<file path="config.mk">
export PLATFORM = sky130hd
export DESIGN_NAME = uart_tx_flat
export DESIGN_NICKNAME = d
export VERILOG_FILES = /design/src/rtl/uart_tx_if.sv /design/src/rtl/uart_tx.sv /design/src/flat_wrapper.sv
export SDC_FILE = /design/constraint.sdc
export NUM_CORES = 1
export LEC_CHECK = 0
export BUFFER_PORTS_ARGS = -buffer_cell sky130_fd_sc_hd__buf_2
export CAP_MARGIN = 25
export CORE_UTILIZATION = 30
export CTS_CLUSTER_SIZE = 8
export DETAILED_ROUTE_END_ITERATION = 10
export GPL_ROUTABILITY_DRIVEN = 0
export PLACE_DENSITY_LB_ADDON = 0.25
export REMOVE_ABC_BUFFERS = 1
export SYNTH_ARGS = -nofsm -noshare
export SYNTH_HDL_FRONTEND = slang
export SYNTH_SLANG_ARGS = --single-unit
</file>
<file path="constraint.sdc">
create_clock -name tx_clk -period 4.7 [get_ports tx_clk]
set_input_delay 0.235 -clock tx_clk [delete_from_list [all_inputs] [get_ports tx_clk]]
set_output_delay 0.235 -clock tx_clk [all_outputs]
set_load 0.03 [all_outputs]
</file>
<file path="src/rtl/uart_tx_if.sv">
`default_nettype none
// ============================================================================
//  Module   : uart_tx_if
//  Purpose  : Host-side word handshake and serial/status lines of uart_tx.
//  Revision : 1.0
// ============================================================================
interface uart_tx_if #(
  parameter int DATA_BITS = 8
);
  logic [DATA_BITS-1:0] tx_data;
  logic                 tx_valid;
  logic                 tx_ready;
  logic                 tx_out;
  logic                 tx_busy;
  logic                 tx_done;

  modport master (
    output tx_data, tx_valid,
    input  tx_ready, tx_out, tx_busy, tx_done
  );

  modport slave (
    input  tx_data, tx_valid,
    output tx_ready, tx_out, tx_busy, tx_done
  );
endinterface
`default_nettype wire

</file>
<file path="src/rtl/uart_tx.sv">
`default_nettype none
// ============================================================================
//  Module   : uart_tx
//  Purpose  : UART transmitter: start, DATA_BITS LSB first, optional parity, stop.
//  Revision : 1.0
// ============================================================================
module uart_tx #(
  parameter int CLKS_PER_BIT = 434,
  parameter int DATA_BITS    = 8,
  parameter int STOP_BITS    = 1,
  parameter int PARITY_EN    = 0,
  parameter int PARITY_ODD   = 0
) (
  input  logic       tx_clk,
  input  logic       tx_rst,
  uart_tx_if.slave   bus
);

  localparam int CW = $clog2(CLKS_PER_BIT);
  localparam int IW = $clog2(DATA_BITS + 1);

  localparam logic [CW-1:0] c_cnt_max   = CW'(CLKS_PER_BIT - 1);
  localparam logic [IW-1:0] c_last_bit  = IW'(DATA_BITS - 1);
  localparam logic [IW-1:0] c_last_stop = IW'(STOP_BITS - 1);

  typedef enum logic [2:0] {
    S_IDLE   = 3'd0,
    S_START  = 3'd1,
    S_DATA   = 3'd2,
    S_PARITY = 3'd3,
    S_STOP   = 3'd4
  } t_state;

  t_state                r_state, w_state_nxt;
  logic [CW-1:0]         r_cnt,   w_cnt_nxt;
  logic [IW-1:0]         r_idx,   w_idx_nxt;
  logic [DATA_BITS-1:0]  r_shreg, w_shreg_nxt;
  logic                  r_par,   w_par_nxt;
  logic                  r_tx_out, w_out_nxt;
  logic                  r_done,  w_done_nxt;
  logic                  w_tick;

  assign w_tick = (r_cnt == c_cnt_max);

  always_ff @(posedge tx_clk) begin
    if (tx_rst) begin
      r_state  <= S_IDLE;
      r_cnt    <= '0;
      r_idx    <= '0;
      r_shreg  <= '0;
      r_par    <= 1'b0;
      r_tx_out <= 1'b1;
      r_done   <= 1'b0;
    end else begin
      r_state  <= w_state_nxt;
      r_cnt    <= w_cnt_nxt;
      r_idx    <= w_idx_nxt;
      r_shreg  <= w_shreg_nxt;
      r_par    <= w_par_nxt;
      r_tx_out <= w_out_nxt;
      r_done   <= w_done_nxt;
    end
  end

  // The line level is computed one cycle ahead so tx_out leaves a flop.
  always_comb begin
    w_state_nxt = r_state;
    w_cnt_nxt   = r_cnt;
    w_idx_nxt   = r_idx;
    w_shreg_nxt = r_shreg;
    w_par_nxt   = r_par;
    w_out_nxt   = r_tx_out;
    w_done_nxt  = 1'b0;

    if (r_state == S_IDLE) begin
      w_cnt_nxt = '0;
      w_idx_nxt = '0;
      w_out_nxt = 1'b1;
      if (bus.tx_valid) begin
        w_state_nxt = S_START;
        w_shreg_nxt = bus.tx_data;
        w_par_nxt   = (^bus.tx_data) ^ (PARITY_ODD != 0);
        w_out_nxt   = 1'b0;
      end
    end else begin
      w_cnt_nxt = w_tick ? '0 : r_cnt + 1'b1;
      if (w_tick) begin
        case (r_state)
          S_START: begin
            w_state_nxt = S_DATA;
            w_out_nxt   = r_shreg[0];
          end
          S_DATA: begin
            if (r_idx == c_last_bit) begin
              w_idx_nxt = '0;
              if (PARITY_EN != 0) begin
                w_state_nxt = S_PARITY;
                w_out_nxt   = r_par;
              end else begin
                w_state_nxt = S_STOP;
                w_out_nxt   = 1'b1;
              end
            end else begin
              w_idx_nxt   = r_idx + 1'b1;
              w_shreg_nxt = {1'b0, r_shreg[DATA_BITS-1:1]};
              w_out_nxt   = r_shreg[1];
            end
          end
          S_PARITY: begin
            w_state_nxt = S_STOP;
            w_idx_nxt   = '0;
            w_out_nxt   = 1'b1;
          end
          S_STOP: begin
            w_out_nxt = 1'b1;
            if (r_idx == c_last_stop) begin
              w_state_nxt = S_IDLE;
              w_idx_nxt   = '0;
              w_done_nxt  = 1'b1;
            end else begin
              w_idx_nxt = r_idx + 1'b1;
            end
          end
          default: begin
            w_state_nxt = S_IDLE;
            w_out_nxt   = 1'b1;
          end
        endcase
      end
    end
  end

  assign bus.tx_ready = (r_state == S_IDLE);
  assign bus.tx_busy  = (r_state != S_IDLE);
  assign bus.tx_out   = r_tx_out;
  assign bus.tx_done  = r_done;

endmodule
`default_nettype wire

</file>
<file path="src/flat_wrapper.sv">
// flat-port wrapper written by rule: the top's interface ports become plain ports
module uart_tx_flat 
#(
  parameter int CLKS_PER_BIT = 434,
  parameter int DATA_BITS    = 8,
  parameter int STOP_BITS    = 1,
  parameter int PARITY_EN    = 0,
  parameter int PARITY_ODD   = 0
)
  (tx_clk, tx_rst, bus_tx_data, bus_tx_valid, bus_tx_ready, bus_tx_out, bus_tx_busy, bus_tx_done);
  uart_tx_if #(.DATA_BITS(DATA_BITS)) bus_i ();
  input  logic tx_clk;
  input  logic tx_rst;
  input wire logic [$bits(bus_i.tx_data)-1:0] bus_tx_data;
  input wire logic [$bits(bus_i.tx_valid)-1:0] bus_tx_valid;
  output wire logic [$bits(bus_i.tx_ready)-1:0] bus_tx_ready;
  output wire logic [$bits(bus_i.tx_out)-1:0] bus_tx_out;
  output wire logic [$bits(bus_i.tx_busy)-1:0] bus_tx_busy;
  output wire logic [$bits(bus_i.tx_done)-1:0] bus_tx_done;
  assign bus_i.tx_data = bus_tx_data;
  assign bus_i.tx_valid = bus_tx_valid;
  assign bus_tx_ready = bus_i.tx_ready;
  assign bus_tx_out = bus_i.tx_out;
  assign bus_tx_busy = bus_i.tx_busy;
  assign bus_tx_done = bus_i.tx_done;
  uart_tx #(.CLKS_PER_BIT(CLKS_PER_BIT), .DATA_BITS(DATA_BITS), .STOP_BITS(STOP_BITS), .PARITY_EN(PARITY_EN), .PARITY_ODD(PARITY_ODD)) u_core (.tx_clk(tx_clk), .tx_rst(tx_rst), .bus(bus_i));
endmodule
</file>
# Yosys cells after proc, flatten, opt, wreduce, memory -nomap -nowiden
# Cells that the tools add are included.
word_totals:
  ff_bits: 26
  in_bits: 11
  out_inout_bits: 4
op_classes:
  bitwise_logic: 2
  n_mux: 20
  n_eq_ne: 10
  n_reduce_logical: 12
  addsub: 2
op_table:
  columns: ["operator", "count"]
  rows:
  - ["8-bit 2-to-1 mux", 5]
  - ["3-bit 2-to-1 mux", 5]
  - ["3-bit one-hot mux with 4 select lines", 1]
  - ["4-bit one-hot mux with 3 select lines", 1]
  - ["9-bit by 1-bit adder with 9-bit output, second input constant", 1]
  - ["9-bit equality test, second input constant", 1]
  - ["4-bit 2-to-1 mux", 2]
  - ["4-bit AND reduction", 2]
  - ["3-bit by 2-bit equality test with 1-bit output, second input constant", 2]
  - ["3-bit by 2-bit != test with 1-bit output, second input constant", 2]
  - ["3-bit nonzero test", 2]
  - ["1-bit 2-to-1 mux", 5]
  - ["4-bit by 1-bit adder with 4-bit output, second input constant", 1]
  - ["4-bit by 3-bit equality test with 1-bit output, second input constant", 1]
  - ["4-bit logical NOT", 1]
  - ["2-bit != test, second input constant", 2]
  - ["2-bit nonzero test", 2]
  - ["4-bit OR reduction", 1]
  - ["3-bit by 1-bit equality test with 1-bit output, second input constant", 1]
  - ["3-bit equality test, second input constant", 1]
  - ["3-bit logical NOT", 1]
  - ["3-bit OR reduction", 1]
  - ["1-bit NOT", 2]
  - ["1-bit one-hot mux with 2 select lines", 1]
  - ["other kinds (2)", 2]

# Logic depth before layout (Yosys ltp)
# Gate-level depths: netlist (run 1).
depth:
  ltp_word: 5
  ltp_mapped: 9

# Worst setup path after synthesis (run 1)
# No wires, ideal clock.
synth_timing:
  kind: "register to register"
  from: "reg u_core.r_state[1]"
  to: "reg u_core.r_state[1]"
  setup_slack_ns: 2.847
  n_path_buf: 1
  arrival_time_ns: 1.723
  path_stages_with_launch: 8
  required_time_ns: 4.570
  cell_sequence: "dfxtp_1 -> or3_1 -> buf_2 -> inv_6 -> nand2_2 -> a211oi_2 -> mux2i_1 -> nor2_1"
synth_lines:
  columns: ["element", "line", "source"]
  rows:
  - ["from (decl)", "uart_tx.sv:34", "t_state r_state, w_state_nxt;"]
  - ["from (signal assigned)", "uart_tx.sv:55", "r_state <= w_state_nxt;"]
  - ["3-bit logical NOT (*)", null, null]
  - ["named net bus_tx_ready", "flat_wrapper.sv:16", "output wire logic [$bits(bus_i.tx_ready)-1:0] bus_tx_ready;"]
  - ["3-bit by 2-bit != test with 1-bit output (no source line), or another cell as far along", null, null]
  - ["4-bit AND reduction (no source line)", null, null]
# The timed path passes the listed nets; every way through them passes the cells marked *. The select of a mux whose other input is x is not followed.
# A chain may end at the register's enable or synchronous reset.

# Worst setup path in the final report (run 1)
layout_timing:
  from: "reg u_core.r_cnt[0]"
  to: "reg u_core.r_shreg[3]"
layout_between:
  elab_chain_len: 3
layout_lines:
  columns: ["element", "line", "source"]
  rows:
  - ["from (decl)", "uart_tx.sv:35", "logic [CW-1:0] r_cnt, w_cnt_nxt;"]
  - ["from (signal assigned)", "uart_tx.sv:56", "r_cnt <= w_cnt_nxt;"]
  - ["9-bit equality test", "uart_tx.sv:43", "assign w_tick = (r_cnt == c_cnt_max);"]
  - ["2-bit nonzero test (no source line)", null, null]
  - ["4-bit AND reduction (no source line)", null, null]
  - ["to (signal assigned)", "uart_tx.sv:58", "r_shreg <= w_shreg_nxt;"]
  - ["to (decl)", "uart_tx.sv:37", "logic [DATA_BITS-1:0] r_shreg, w_shreg_nxt;"]
# Every way passes these cells.

==> results_dict.tcl, run 1 <==
set metrics [dict create \
    max_stage_delay_ps 810 \
    yosys_register_bits 26 \
    cp-end-kind "register" \
    cp_top_family "compound AO/OA/AOI/OAI gates" \
    regToRegEndpoint "u_core.r_shreg[3]" \
    initial_core_util_pct 32.1 \
    r2r_cells 6 \
    clockRootBuffer "clkbuf_8" \
    tightest_slew_ps 835 \
    report.final.slew_viol_count 0 \
    synth.area.top_cells "dfxtp_1 40%, mux2i_1 6.9%, nor2_1 6.6%" \
    cts_buffers 3 \
    grt_overflow 0 \
    layout_common_cells "26 x dfxtp_1, 23 x nor2_1, 14 x buf_2" \
    nNetsFinal 172 \
    intPower_uw 376 \
    final_common_cell "dfxtp_1" \
    max_freq_ghz 0.471 \
    cts_tree "built" \
    antenna_found_initial 0 \
    status "completed" \
    syn_area_mm2 0.00131 \
    htreeDepth 1 \
    cts_hold_buf 0 \
    grtUsageTotal_pct 12.6 \
    drt-initial-drc-count 35 \
    final.setup.tns_ps 0 \
    criticalPathCategory "reg2reg" \
    grt_pass1_vias 983 \
    start_kind "register" \
    relSlewSlack_pct 44.1 \
    powerDensity_mw_per_mm2 342 \
    fin_util_pct 36.2 \
    ir_worst_vdd_mv 0.170 \
    vias 1017 \
    rsz0062_at_grt "false" \
    critPathRequiredTime_ps 4900 \
    fin_crit_ps 2120 \
    routed_via_density 4.94 \
    setup_viol_count_final 0 \
    synth_ff_type "dfxtp_1" \
    synth_area_leader_cell "dfxtp_1" \
    die_area_mm2 0.00464 \
    hold_start "bus_tx_data[7]" \
    async_flop_share_pct 0 \
    synth.distinct_cells 38 \
    worstSkewPairLatency_ps 280 \
    avgSynthCellArea_um2 9.17 \
    drc 0 \
    min_path_type "in2reg" \
    swShare_pct 25.5 \
    reg2reg_setup_slack_ps 2580 \
    cts_resized 0 \
    cp_slowest_cell "o41ai_4" \
    crit_chain "ha_1, and4b_1, nand2_1, o41ai_4, nor2_1, a211oi_1" \
    synth_edf_count 0 \
    die_h_um 68.1 \
    fin_worst_skew_ps 12.4 \
    worstHoldPathCells 3 \
    clkTransAtPathRegs_ps 100 \
    hold_viol 0 \
    synthDominantCellAreaShare_pct 39.7 \
    crit_arrival_ps 2320 \
    p_switching_uw 129 \
    dr.pass1.iters 4 \
    dp_hpwl_um 1790 \
    row_count 23 \
    io_pins 15 \
    p_seq_share_pct 48.0 \
    grt_max_degree 17 \
    worst-path-buf-inv 0 \
    diodes 0 \
    clkPwrFrac_pct 37.2 \
    syn_inst 143 \
    layout-drive-gt1-share_pct 17.9 \
    maxCapViolations 0 \
    cts.sinks 26 \
    hold_path_end "u_core.r_shreg[7]" \
    die_x_um 68.1 \
    grt_pass1_wl_um 4300 \
    seq_area_frac_synth_pct 39.7 \
    yosys_warnings 0 \
    clockBufferDepth 2 \
    io_buffers 14 \
    min_period_over_period_pct 45.2 \
    power_leakage_uw 0.000572 \
    routed_wirelength_um 2410 \
    drt-wirelength-per-cell_um 11.7 \
    postCtsSetupBuffers 0 \
    coreArea_mm2 0.00409 \
    cp_max_fo 16 \
    ant_nets 0 \
    area_growth_syn_to_layout_pct 12.8 \
    comb_power_share_pct 14.9 \
    r2r_start "u_core.r_cnt[0]" \
]
metrics by stage:
stage	area (um2)	setup WS (ps)	hold WS, ps	power, uW	std cells
after floorplan	1270	2760	300	303	138
after global placement	1410	2650	443	321	202
after detailed placement	1410	2560	470	324	202
after CTS	1480	2550	212	510	206
after global routing	1480	2320	220	527	206
final	1480	2580	211	505	206
sequential cells by signal, indices dropped and copies added (netlist names):
signal and cells:
u_core.r_cnt 9, u_core.bus.tx_out 1, u_core.r_state 3, u_core.r_idx 4, u_core.r_shreg 8, u_core.bus.tx_done 1
power by group through the flow:
stage	combinational (uW)	sequential (uW)	clock (uW)
floorplan	55.6	247	0
global placement	74.0	247	0
detailed placement	76.0	248	0
CTS	76.1	242	191
global route	83.3	244	200
finish	75.1	242	188
cell type report:
type / count / area [um2]
inverters: 5 / 23.8
fillers: 436 / 2610
repair buffers: 14 / 70.1
clock buffers: 3 / 41.3
clock inverters: 1 / 30.0
multi-input cells: 107 / 731
well taps: 50 / 62.6
flip-flops and latches: 26 / 520
Yosys cell counts, types with 2 or more instances:
| cell | number |
|---|---|
| a211oi_1 | 5 |
| a211oi_2 | 3 |
| a21oi_1 | 7 |
| buf_2 | 2 |
| buf_6 | 2 |
| dfxtp_1 | 26 |
| ha_1 | 4 |
| inv_1 | 4 |
| mux2i_1 | 9 |
| nand2_1 | 11 |
| nand2b_1 | 4 |
| nand3_1 | 7 |
| nor2_1 | 23 |
| nor2b_1 | 2 |
| nor3_1 | 3 |
| nor3b_1 | 2 |
| or2_1 | 2 |
| or3_1 | 2 |
| xnor2_1 | 4 |
| xor2_1 | 3 |
kinds of logic after synthesis:
family,share of synthesized area [%]
buf+inv,4.58
fa+ha+maj,3.82
xor+xnor,4.68
simple gates,26.8
mux,6.87
compound gates,13.6
flops,39.7
tightest hold or removal path: stages:
cell and delay, ps:
buf_2 90, nand3_1 60, a21oi_1 60
worst max-delay path by stage:
| stage | from | endpoint | slack [ps] | depth (start not counted) |
|---|---|---|---|---|
| 6_report | u_core.r_cnt[0] | u_core.r_shreg[3] | 2580 | 6 |
| 3_3_place_gp | u_core.r_cnt[0] | u_core.r_shreg[0] | 2650 | 6 |
| 4_1_cts | u_core.r_cnt[0] | u_core.r_shreg[7] | 2550 | 6 |
| 5_1_grt | u_core.r_cnt[0] | u_core.r_shreg[3] | 2320 | 6 |
| 3_5_place_dp | u_core.r_cnt[0] | u_core.r_shreg[1] | 2560 | 6 |
| 2_1_floorplan | u_core.r_state[1] | u_core.r_state[1] | 2760 | 6 |
routing by layer:
metal / vias to the layer above / GRT usage [%] / share of wire [%]
met3: 5 / 2.67 / 2.9
met1: 482 / 14.9 / 48
met4: 0 / 6.25 / 2.0
li1: 517 / - / -
met5: - / 0 / 0
met2: 13 / 21.2 / 48
(Power assumes the default switching activity.)
==> run 2, diff against run 1 <==
Clock period 4.7 ns to 1.82 ns, I/O delays scaled along.
==> run 2 against run 1 <==
Effect of this change: the run now ends with setup timing left; register-to-register slack worse by 2600 ps; core utilization is 7.0 points higher; global-route usage is 0.87 points higher; count of clock-buffer cells in the layout stayed put; final area is 19% higher; wire length is 17% higher; largest cell class unchanged.
==> results_dict.tcl, run 2 (synthesis gave the netlist of run 1 again) <==
set metrics [dict create \
    powerDensity_mw_per_mm2 794 \
    rsz0062_at_grt "true" \
    status "complete, but fails checks" \
    cts_buffers 3 \
    maxCapViolations 0 \
    final_common_cell "nor2_1" \
    critPathRequiredTime_ps 2040 \
    grt_pass1_wl_um 4600 \
    drc 0 \
    place_area_mm2 0.00155 \
    stdcell_area_mm2 0.00176 \
    final_cells 227 \
    ant_nets 0 \
    start_kind "register" \
    worstSkewPairLatency_ps 280 \
    min_period_over_period_pct 101 \
    largest_register "u_core.r_cnt" \
    crit_arrival_ps 2060 \
    antenna_found_initial 0 \
    io_pins 15 \
    dr.pass1.iters 4 \
    layout_common_cells "23 x nor2_1, 20 x dfxtp_1, 18 x buf_4" \
    failed_checks "setup timing" \
    clkTransAtPathRegs_ps 100 \
    diodes 0 \
    dp_hpwl_um 2030 \
    fin_crit_ps 1840 \
    drt-wirelength-per-cell_um 12.4 \
    layout-drive-gt1-share_pct 37.9 \
    tightest_slew_ps 355 \
    ir_worst_vdd_mv 0.475 \
    cp-end-kind "register" \
    fin_util_pct 43.1 \
    cp_max_fo 3 \
    initial_core_util_pct 32.1 \
    die_area_mm2 0.00464 \
    setup_viol_count_final 1 \
    largest_reg_flops 9 \
    cts_tree "built" \
    top_regs "u_core.r_cnt x9, u_core.r_shreg x8, u_core.r_idx x4" \
    die_x_um 68.1 \
    nNetsFinal 193 \
    worstHoldPathCells 3 \
    grt_overflow 0 \
    total_power_uw 1400 \
    hold_viol 0 \
    clockBufferDepth 2 \
    clockRootBuffer "clkbuf_8" \
    grt_max_degree 17 \
    finalWorstSetupSlack_ps -16.6 \
    htreeDepth 1 \
    routed_via_density 4.83 \
    grt_pass1_vias 1077 \
    area_growth_syn_to_layout_pct 34.4 \
    report.final.slew_viol_count 0 \
    drt-initial-drc-count 21 \
    r2r_cells 7 \
    relSlewSlack_pct 76.1 \
    criticalPathCategory "reg2reg" \
    grtUsageTotal_pct 13.4 \
    max_freq_ghz 0.544 \
    placed_cells 217 \
    fillers 412 \
    cts.sinks 26 \
    min_path_type "in2reg" \
    die_h_um 68.1 \
    power_leakage_uw 0.000708 \
    coreArea_mm2 0.00409 \
    row_count 23 \
    hold_ws_ps 70.8 \
    fin_worst_skew_ps 9.60 \
    vias 1097 \
    io_buffers 14 \
    routed_wirelength_um 2820 \
]
[run 2: cell types whose count changed in the layout (fill, tap and decap cells not counted), moves of 2 or more]
cell	delta
a21oi_2	+2
dfxtp_2	+6
buf_4	+18
ha_1	-2
a21oi_1	-2
ha_4	+2
or3_4	+2
buf_12	+2
dfxtp_1	-6
or3_1	-2
[run 2: final cells by class]
class | count | area [um2] | area share, %
sequential | 26 | 528 | 30.0
multi-input combinational | 107 | 807 | 45.8
tap | 50 | 62.6 | 3.55
clock inverter | 1 | 30.0 | 1.70
clock buffer | 3 | 41.3 | 2.34
inverter | 5 | 23.8 | 1.35
timing repair buffer | 35 | 270 | 15.3
[run 2: per-stage QoR]
step	setup WS (ps)	TNS [ps]
5_1_grt	-98.9	-103
6_report	-16.6	-16.6
3_5_place_dp	-55.0	-63.4
4_1_cts	-12.7	-12.7
2_1_floorplan	-116	-760
3_3_place_gp	15.2	0
[run 2: timing repair]
item | 4_1_cts | 5_1_grt
hold buffers | 0 | 0
resized for setup | 1 | 22
endpoints found under the setup margin | 8 | 15
gates cloned | 0 | 1
buffers inserted | 0 | 5
pin swaps | 3 | 1
[run 2: where the power goes]
part / internal, uW / switching (uW)
clock network: 295 / 200
registers: 600 / 23.4
logic: 139 / 142
total: 1030 / 365
[run 2: final timing paths]
check / start / to / slack, ps
hold reg to reg: u_core.r_shreg[2] / u_core.r_shreg[2] / 500
hold / removal: bus_tx_data[7] / u_core.r_shreg[7] / 70
setup reg to reg: u_core.r_idx[0] / u_core.r_idx[3] / -20
setup / recovery: u_core.r_idx[0] / u_core.r_idx[3] / -20
[run 2: metal layers]
layer,global-route usage (%),share of wire (%),up-vias
met4,7.81,2.0,0
met3,2.50,2.0,5
met5,0,0,-
met1,15.4,46,522
li1,-,-,559
met2,23.0,50,11
[run 2: worst max-delay path, stage by stage (launching register included)]
cell and delay (ps):
dfxtp_2 330, inv_1 40, ha_1 190, nor3b_1 150, a22o_1 210, or2_1 250
or4_1 480, a31oi_1 130
